===== src/rtl/pwm_carrier_sched_pkg.sv =====
// Shared types and constants for the PWM carrier scheduler.
//   PWMCOUNT_WIDTH : default carrier / period width
//   carr_mode_t    : carrier counting shape (raw code 3 folds to CARR_UP)
//   pwm_onoff_t    : channel enable level
//   sched_state_t  : sequencing FSM state, exported for observation
//   MASKSEL_*      : maskevent source selection codes
package pwm_carrier_sched_pkg;

  localparam int PWMCOUNT_WIDTH = 16;

  typedef enum logic [1:0] {
    CARR_UP     = 2'd0,
    CARR_DOWN   = 2'd1,
    CARR_UPDOWN = 2'd2
  } carr_mode_t;

  typedef enum logic {
    PWM_OFF = 1'b0,
    PWM_ON  = 1'b1
  } pwm_onoff_t;

  typedef enum logic [1:0] {
    ST_IDLE     = 2'd0,
    ST_ARMED    = 2'd1,
    ST_RUN      = 2'd2,
    ST_STOPPING = 2'd3
  } sched_state_t;

  localparam logic [1:0] MASKSEL_NONE   = 2'd0;
  localparam logic [1:0] MASKSEL_ZERO   = 2'd1;
  localparam logic [1:0] MASKSEL_PERIOD = 2'd2;
  localparam logic [1:0] MASKSEL_BOTH   = 2'd3;

  // Fold the raw 2-bit mode input onto a legal mode; the unused code counts up.
  function automatic carr_mode_t norm_mode(input logic [1:0] m);
    case (m)
      2'd1:    return CARR_DOWN;
      2'd2:    return CARR_UPDOWN;
      default: return CARR_UP;
    endcase
  endfunction

endpackage


===== src/rtl/pwm_carrier_sched_prescaler.sv =====
// Count-tick generator for the carrier.
//   clk, reset : system clock, synchronous active-high reset
//   run        : counting allowed; counter held at 0 otherwise
//   clr        : synchronous clear (phase resync)
//   prescale   : tick every prescale+1 clocks
//   tick       : combinational, high in the cycle the carrier should advance
module pwm_carrier_sched_prescaler #(
  parameter int DIV_WIDTH = 8
) (
  input  logic                 clk,
  input  logic                 reset,
  input  logic                 run,
  input  logic                 clr,
  input  logic [DIV_WIDTH-1:0] prescale,
  output logic                 tick
);

  logic [DIV_WIDTH-1:0] div_cnt;

  // ">=" rather than "==" so a prescale shadow that shrinks below the current
  // count still produces a tick instead of running around the full range.
  assign tick = run && (div_cnt >= prescale);

  always_ff @(posedge clk) begin
    if (reset) begin
      div_cnt <= '0;
    end else if (clr || !run || tick) begin
      div_cnt <= '0;
    end else begin
      div_cnt <= div_cnt + DIV_WIDTH'(1);
    end
  end

endmodule


===== src/rtl/pwm_carrier_sched.sv =====
// Carrier generator and start/stop/resync sequencer for one compare group.
//   clk, reset  : system clock, synchronous active-high reset
//   enable      : run request (level)
//   sync_en     : start waits for sync_in; sync_in while running resyncs phase
//   sync_in     : single-cycle phase sync pulse
//   carr_mode   : 0 up, 1 down, 2 up/down, 3 up (shadowed)
//   period      : carrier peak P (shadowed)
//   prescale    : tick every prescale+1 clocks (shadowed)
//   mask_sel    : maskevent source, bit0 zero, bit1 period (live)
//   carrier     : registered count; carr_dir 1 while counting down
//   zero_evt    : pulse when carrier becomes its start value
//   period_evt  : pulse when carrier becomes P
//   maskevent   : shadow-load strobe for the compare channels
//   pwm_onoff   : channel enable; busy: FSM not idle; state_dbg: FSM state
module pwm_carrier_sched
  import pwm_carrier_sched_pkg::*;
#(
  parameter int CNT_WIDTH = PWMCOUNT_WIDTH,
  parameter int DIV_WIDTH = 8
) (
  input  logic                 clk,
  input  logic                 reset,
  input  logic                 enable,
  input  logic                 sync_en,
  input  logic                 sync_in,
  input  logic [1:0]           carr_mode,
  input  logic [CNT_WIDTH-1:0] period,
  input  logic [DIV_WIDTH-1:0] prescale,
  input  logic [1:0]           mask_sel,
  output logic [CNT_WIDTH-1:0] carrier,
  output logic                 carr_dir,
  output logic                 zero_evt,
  output logic                 period_evt,
  output logic                 maskevent,
  output pwm_onoff_t           pwm_onoff,
  output logic                 busy,
  output sched_state_t         state_dbg
);

  sched_state_t         state, nxt_state;
  carr_mode_t           sh_mode, live_mode;
  logic [CNT_WIDTH-1:0] sh_period;
  logic [DIV_WIDTH-1:0] sh_prescale;
  logic [CNT_WIDTH-1:0] sh_start, live_start;

  logic [CNT_WIDTH-1:0] nxt_carrier, cnt_next;
  logic                 nxt_dir, dir_next;
  logic                 nxt_zero, nxt_period, nxt_mask;
  pwm_onoff_t           nxt_onoff;
  logic                 entry_load, shadow_load;
  logic                 run_active, resync, tick;
  logic                 ev_zero, ev_period;

  assign live_mode  = norm_mode(carr_mode);
  assign live_start = (live_mode == CARR_DOWN) ? period : '0;
  assign sh_start   = (sh_mode == CARR_DOWN) ? sh_period : '0;

  assign run_active = (state == ST_RUN) || (state == ST_STOPPING);
  assign resync     = run_active && sync_en && sync_in;

  assign busy      = (state != ST_IDLE);
  assign state_dbg = state;

  pwm_carrier_sched_prescaler #(
    .DIV_WIDTH (DIV_WIDTH)
  ) u_prescaler (
    .clk      (clk),
    .reset    (reset),
    .run      (run_active),
    .clr      (resync),
    .prescale (sh_prescale),
    .tick     (tick)
  );

  // Next carrier value and direction for one natural tick.
  always_comb begin
    cnt_next = carrier;
    dir_next = carr_dir;
    case (sh_mode)
      CARR_DOWN: begin
        dir_next = 1'b1;
        if (carrier == '0 || carrier > sh_period) cnt_next = sh_period;
        else                                      cnt_next = carrier - CNT_WIDTH'(1);
      end
      CARR_UPDOWN: begin
        if (!carr_dir) begin
          if (carrier >= sh_period) begin
            // Turn around at the peak; with P=0 the carrier just holds 0.
            cnt_next = (sh_period == '0) ? '0 : sh_period - CNT_WIDTH'(1);
            dir_next = (cnt_next != '0);
          end else begin
            cnt_next = carrier + CNT_WIDTH'(1);
            dir_next = 1'b0;
          end
        end else begin
          cnt_next = (carrier == '0) ? '0 : carrier - CNT_WIDTH'(1);
          dir_next = (cnt_next != '0);
        end
      end
      default: begin
        dir_next = 1'b0;
        cnt_next = (carrier >= sh_period) ? '0 : carrier + CNT_WIDTH'(1);
      end
    endcase
  end

  assign ev_zero   = (cnt_next == sh_start);
  assign ev_period = (cnt_next == sh_period);

  // Sequencing FSM plus registered-output next values.
  always_comb begin
    nxt_state   = state;
    nxt_carrier = carrier;
    nxt_dir     = carr_dir;
    nxt_zero    = 1'b0;
    nxt_period  = 1'b0;
    nxt_mask    = 1'b0;
    nxt_onoff   = pwm_onoff;
    entry_load  = 1'b0;

    case (state)
      ST_IDLE: begin
        nxt_carrier = sh_start;
        nxt_dir     = 1'b0;
        nxt_onoff   = PWM_OFF;
        if (enable) nxt_state = ST_ARMED;
      end

      ST_ARMED: begin
        if (!enable) begin
          nxt_state = ST_IDLE;
        end else if (!sync_en || sync_in) begin
          // RUN entry: outputs reflect the freshly latched live settings.
          nxt_state   = ST_RUN;
          entry_load  = 1'b1;
          nxt_carrier = live_start;
          nxt_dir     = (live_mode == CARR_DOWN);
          nxt_zero    = 1'b1;
          nxt_period  = (live_start == period);
          nxt_mask    = 1'b1;
          nxt_onoff   = PWM_ON;
        end
      end

      default: begin // ST_RUN, ST_STOPPING
        if (resync) begin
          // Resync overrides a coincident tick, so only one zero pulse results.
          nxt_carrier = sh_start;
          nxt_dir     = (sh_mode == CARR_DOWN);
          nxt_zero    = 1'b1;
          nxt_period  = (sh_start == sh_period);
        end else if (tick) begin
          nxt_carrier = cnt_next;
          nxt_dir     = dir_next;
          nxt_zero    = ev_zero;
          nxt_period  = ev_period;
        end
        nxt_mask = (nxt_zero & mask_sel[0]) | (nxt_period & mask_sel[1]);

        if (state == ST_RUN) begin
          if (!enable) nxt_state = ST_STOPPING;
        end else if (enable) begin
          nxt_state = ST_RUN;
        end else if (nxt_zero) begin
          // Stop lands on the start value; no shadow load on the way out.
          nxt_state = ST_IDLE;
          nxt_onoff = PWM_OFF;
          nxt_mask  = 1'b0;
        end
      end
    endcase
  end

  // Shadows take the live inputs at RUN entry and at the end of every
  // maskevent cycle, so new settings apply from the following cycle.
  assign shadow_load = entry_load || (run_active && maskevent);

  always_ff @(posedge clk) begin
    if (reset) begin
      state       <= ST_IDLE;
      carrier     <= '0;
      carr_dir    <= 1'b0;
      zero_evt    <= 1'b0;
      period_evt  <= 1'b0;
      maskevent   <= 1'b0;
      pwm_onoff   <= PWM_OFF;
      sh_mode     <= CARR_UP;
      sh_period   <= '0;
      sh_prescale <= '0;
    end else begin
      state      <= nxt_state;
      carrier    <= nxt_carrier;
      carr_dir   <= nxt_dir;
      zero_evt   <= nxt_zero;
      period_evt <= nxt_period;
      maskevent  <= nxt_mask;
      pwm_onoff  <= nxt_onoff;
      if (shadow_load) begin
        sh_mode     <= live_mode;
        sh_period   <= period;
        sh_prescale <= prescale;
      end
    end
  end

endmodule


===== config.mk =====
export PLATFORM = sky130hd
export DESIGN_NAME = pwm_carrier_sched
export DESIGN_NICKNAME = d
export VERILOG_FILES = /design/src/rtl/pwm_carrier_sched_pkg.sv /design/src/rtl/pwm_carrier_sched_prescaler.sv /design/src/rtl/pwm_carrier_sched.sv
export SDC_FILE = /design/constraint.sdc
export NUM_CORES = 1
export LEC_CHECK = 0
export CAP_MARGIN = 20
export CORE_ASPECT_RATIO = 0.8
export CORE_UTILIZATION = 50
export CTS_BUF_LIST = sky130_fd_sc_hd__clkbuf_8
export DETAILED_ROUTE_END_ITERATION = 10
export PLACE_DENSITY = 0.8
export SLEW_MARGIN = 10
export SYNTH_ARGS = -nofsm -noshare
export SYNTH_HDL_FRONTEND = slang
export SYNTH_SLANG_ARGS = --single-unit

===== constraint.sdc =====
create_clock -name clk -period 9.07 [get_ports clk]
set_input_delay 1.814 -clock clk [delete_from_list [all_inputs] [get_ports clk]]
set_output_delay 1.814 -clock clk [all_outputs]
set_load 0.05 [all_outputs]

==> out/results.ini <==
[worst_setup_path]
cp_slowest_stage_delay_ps=760
reg2regPathDepth=14
r2r_slack_ps=3580
reg2reg_from=sh_period[10]$_SDFFE_PP0P_
r2r_end=maskevent$_SDFF_PP0_
worstSetupEndpointType=flop
critPathMostFrequentCell=or3_1
crit_chain=inv_1 > ha_1 > nand2_2 > nor3_2 > or3_1 > or3_1 > or4_4 > nand4b_1 > or4b_1 > a2111o_1 > nor4_2 > a31oi_2 > o32ai_2 > a211oi_2
critPathArrivalTime_ps=5690
start_kind=flop
critPathKind=reg -> reg
cp-startpoint=sh_period[10]$_SDFFE_PP0P_
cp_slowest_cell=dfxtp_1
path_max_fanout=17
crit_required_ps=9270

[routing]
dr.first_iter.drc_count=1564
first_pass_iters=7
drt_wl_total_um=30000
drc=0
route.detailed.wl_per_inst_um=26.46
vias=8176
routed_via_density=7.210
drtAntennaViolNets=0

[power]
p_leak_nw=2.575
power.total_mw=3.276
power_density_nw_per_um2=438.8
vdd_ir_drop_max_v=0.0002907

[cts]
numCtsBuffers=9
clockBufferDepth=2
cts-root-buf=clkbuf_8
hold_buffers=0
path_clk_slew_ps=70
cts_resized=0
htreeDepth=3
insertion_delay_ps=360
cts_setup_buffers=0
cts_tree=built
clock_sinks=57

[synth]
synth_area_per_cell_sq_um=7.009
synth.most_common_cell=nand2_1
yosysWarnings=0
ys_ff_latch=57
netlist_area_sq_um=6616
synth_area_leaders=dfxtp_1 (17%), nand2_1 (6.6%), ha_1 (6.4%), a21oi_1 (5.6%), nor2_1 (4.9%)
synth_top_flop_cell=dfxtp_1
synth-seq-area-share=0.1725
synth_edf_count=0
async_flop_share=0
synth_commonest_cells=nand2_1 (117), nor2_1 (86), a21oi_1 (74)
ys_types=99
synth_area_leader_cell=dfxtp_1
synthCells=944
yosysTopAreaCellShare=0.1725
synth_nets=1011

[final_layout]
insertedDiodeCount=0
multiInputGateArea_sq_um=5037
seq_area_sq_um=1141
nFillCells=1268
fin_area_sq_um=7467
utilization=0.5802
area_growth_pct=12.86
final_nets=1021
drive_gt1_frac=0.08446
final_cells=1134

[placed_design]
pre_cts_ws_ps=3880
dp_cells=1118
portBuffers=56
dp_hpwl_um=21950
placed_cell_area_sq_um=7238
gp_congestion=1.080

[flow_run]
cap_violations=0

[floorplanning]
rows=37
die_area_sq_um=13700
initial_core_util=0.5141
die_w_um=130.6
die_h_um=104.9
core_sq_um=12870
io_pins=57

[timing]
fin_skew_ps=6.918
rsz0062_at_grt=no
fin_tns_setup_ps=0
fin_crit_sh=0.6051
worst_pin_slew_ps=1150
hold_ws_ps=454.5
hold_viol=0
max_freq_mhz=182.2
min_period_ps=5488
slew_violations=0
max_slew_margin=0.2325
setup_ws_ps=3582
setup_viol_count_final=0

[grt]
grt_pass1_wl_um=44250
overflow=0
grtUsageTotal=0.4402
grt_pass1_vias=7190
antenna_found_initial=1
grt_max_degree=51

[status]
status=finished, final reports clean

[hold_path]
min_from=sh_prescale[2]$_SDFFE_PP0P_
holdPathStages=2
worstHoldPathType=reg -> reg
min_to=sh_prescale[2]$_SDFFE_PP0P_

-- metal layers --
layer	up-vias	routed length, um	part of all wire	track usage
li1	3583	-	-	-
met1	3753	12310	0.41	0.6348
met2	718	11750	0.39	0.5881
met3	122	4633	0.15	0.1444
met4	0	1308	0.044	0.1749
met5	-	0	0	0
-- how the worst max path moves through the flow --
stage,endpoint,slack [ps]
finish,maskevent$_SDFF_PP0_,3580
global route,zero_evt$_SDFF_PP0_,3510
CTS,maskevent$_SDFF_PP0_,3850
detailed placement,maskevent$_SDFF_PP0_,3880
global placement,maskevent$_SDFF_PP0_,3910
floorplan,maskevent$_SDFF_PP0_,4700
-- layout by cell type, fill, tap and decap left out, types with 5 or more instances in the layout --
cell,instances
a211oi_1,19
a21o_1,11
a21oi_1,73
a222oi_1,11
a311oi_1,7
a31oi_1,19
a32oi_1,5
and3_1,9
buf_4,18
clkbuf_8,11
clkdlybuf4s50_1,55
dfxtp_1,57
ha_1,34
inv_1,38
mux2i_1,8
nand2_1,117
nand2b_1,8
nand3_1,38
nand4_1,18
nor2_1,85
nor3_1,30
nor4_1,21
o21ai_0,41
o22ai_1,9
o31a_1,7
o31ai_1,13
o41ai_1,6
or3_1,11
or4_1,11
xnor2_1,23
xor2_1,15
-- state kept, by name, indices dropped and copies added (netlist names), named ones only --
name                 flops
carrier                 16
sh_period               16
sh_prescale              8
u_prescaler.div_cnt      8
sh_mode                  2
carr_dir                 1
maskevent                1
period_evt               1
pwm_onoff                1
state_dbg                1
zero_evt                 1
-- where the power goes --
| group | switching [mW] | total (mW) | internal (mW) |
|---|---|---|---|
| Combinational | 1.78 | 2.55 | 0.769 |
| Sequential | 0.147 | 0.442 | 0.295 |
| Clock | 0.114 | 0.282 | 0.169 |
-- cell type report --
cell class | count | share of cell area
multi-input cells | 772 | 0.6746
flip-flops and latches | 57 | 0.1528
repair buffers | 74 | 0.09249
well taps | 175 | 0.02932
clock buffers | 11 | 0.02027
inverters | 40 | 0.02011
clock inverters | 5 | 0.01039
-- logic make-up (layout without fill, tap and decap cells) --
family / Yosys count / after routing / synth area share
AOI/OAI and AO/OA: 286 / 286 / 0.3067
xor gates and xnor gates: 38 / 38 / 0.05030
adders and majority gates: 34 / 34 / 0.06430
buffers and inverters: 115 / 130 / 0.06884
DFF: 57 / 57 / 0.1725
muxes: 12 / 12 / 0.01891
and+or+nand+nor: 402 / 402 / 0.3185
-- critical path: cells and delay by family, from the launching register on --
| family | cells | cell delay [ps] |
|---|---|---|
| AND/OR/NAND/NOR | 8 | 3000 |
| AO/OA/AOI/OAI | 4 | 1060 |
| flip-flops | 1 | 760 |
| adder cells (fa/ha/maj) | 1 | 340 |
| buffers and inverters | 1 | 170 |
No activity file was read; power rests on OpenSTA's default activity.
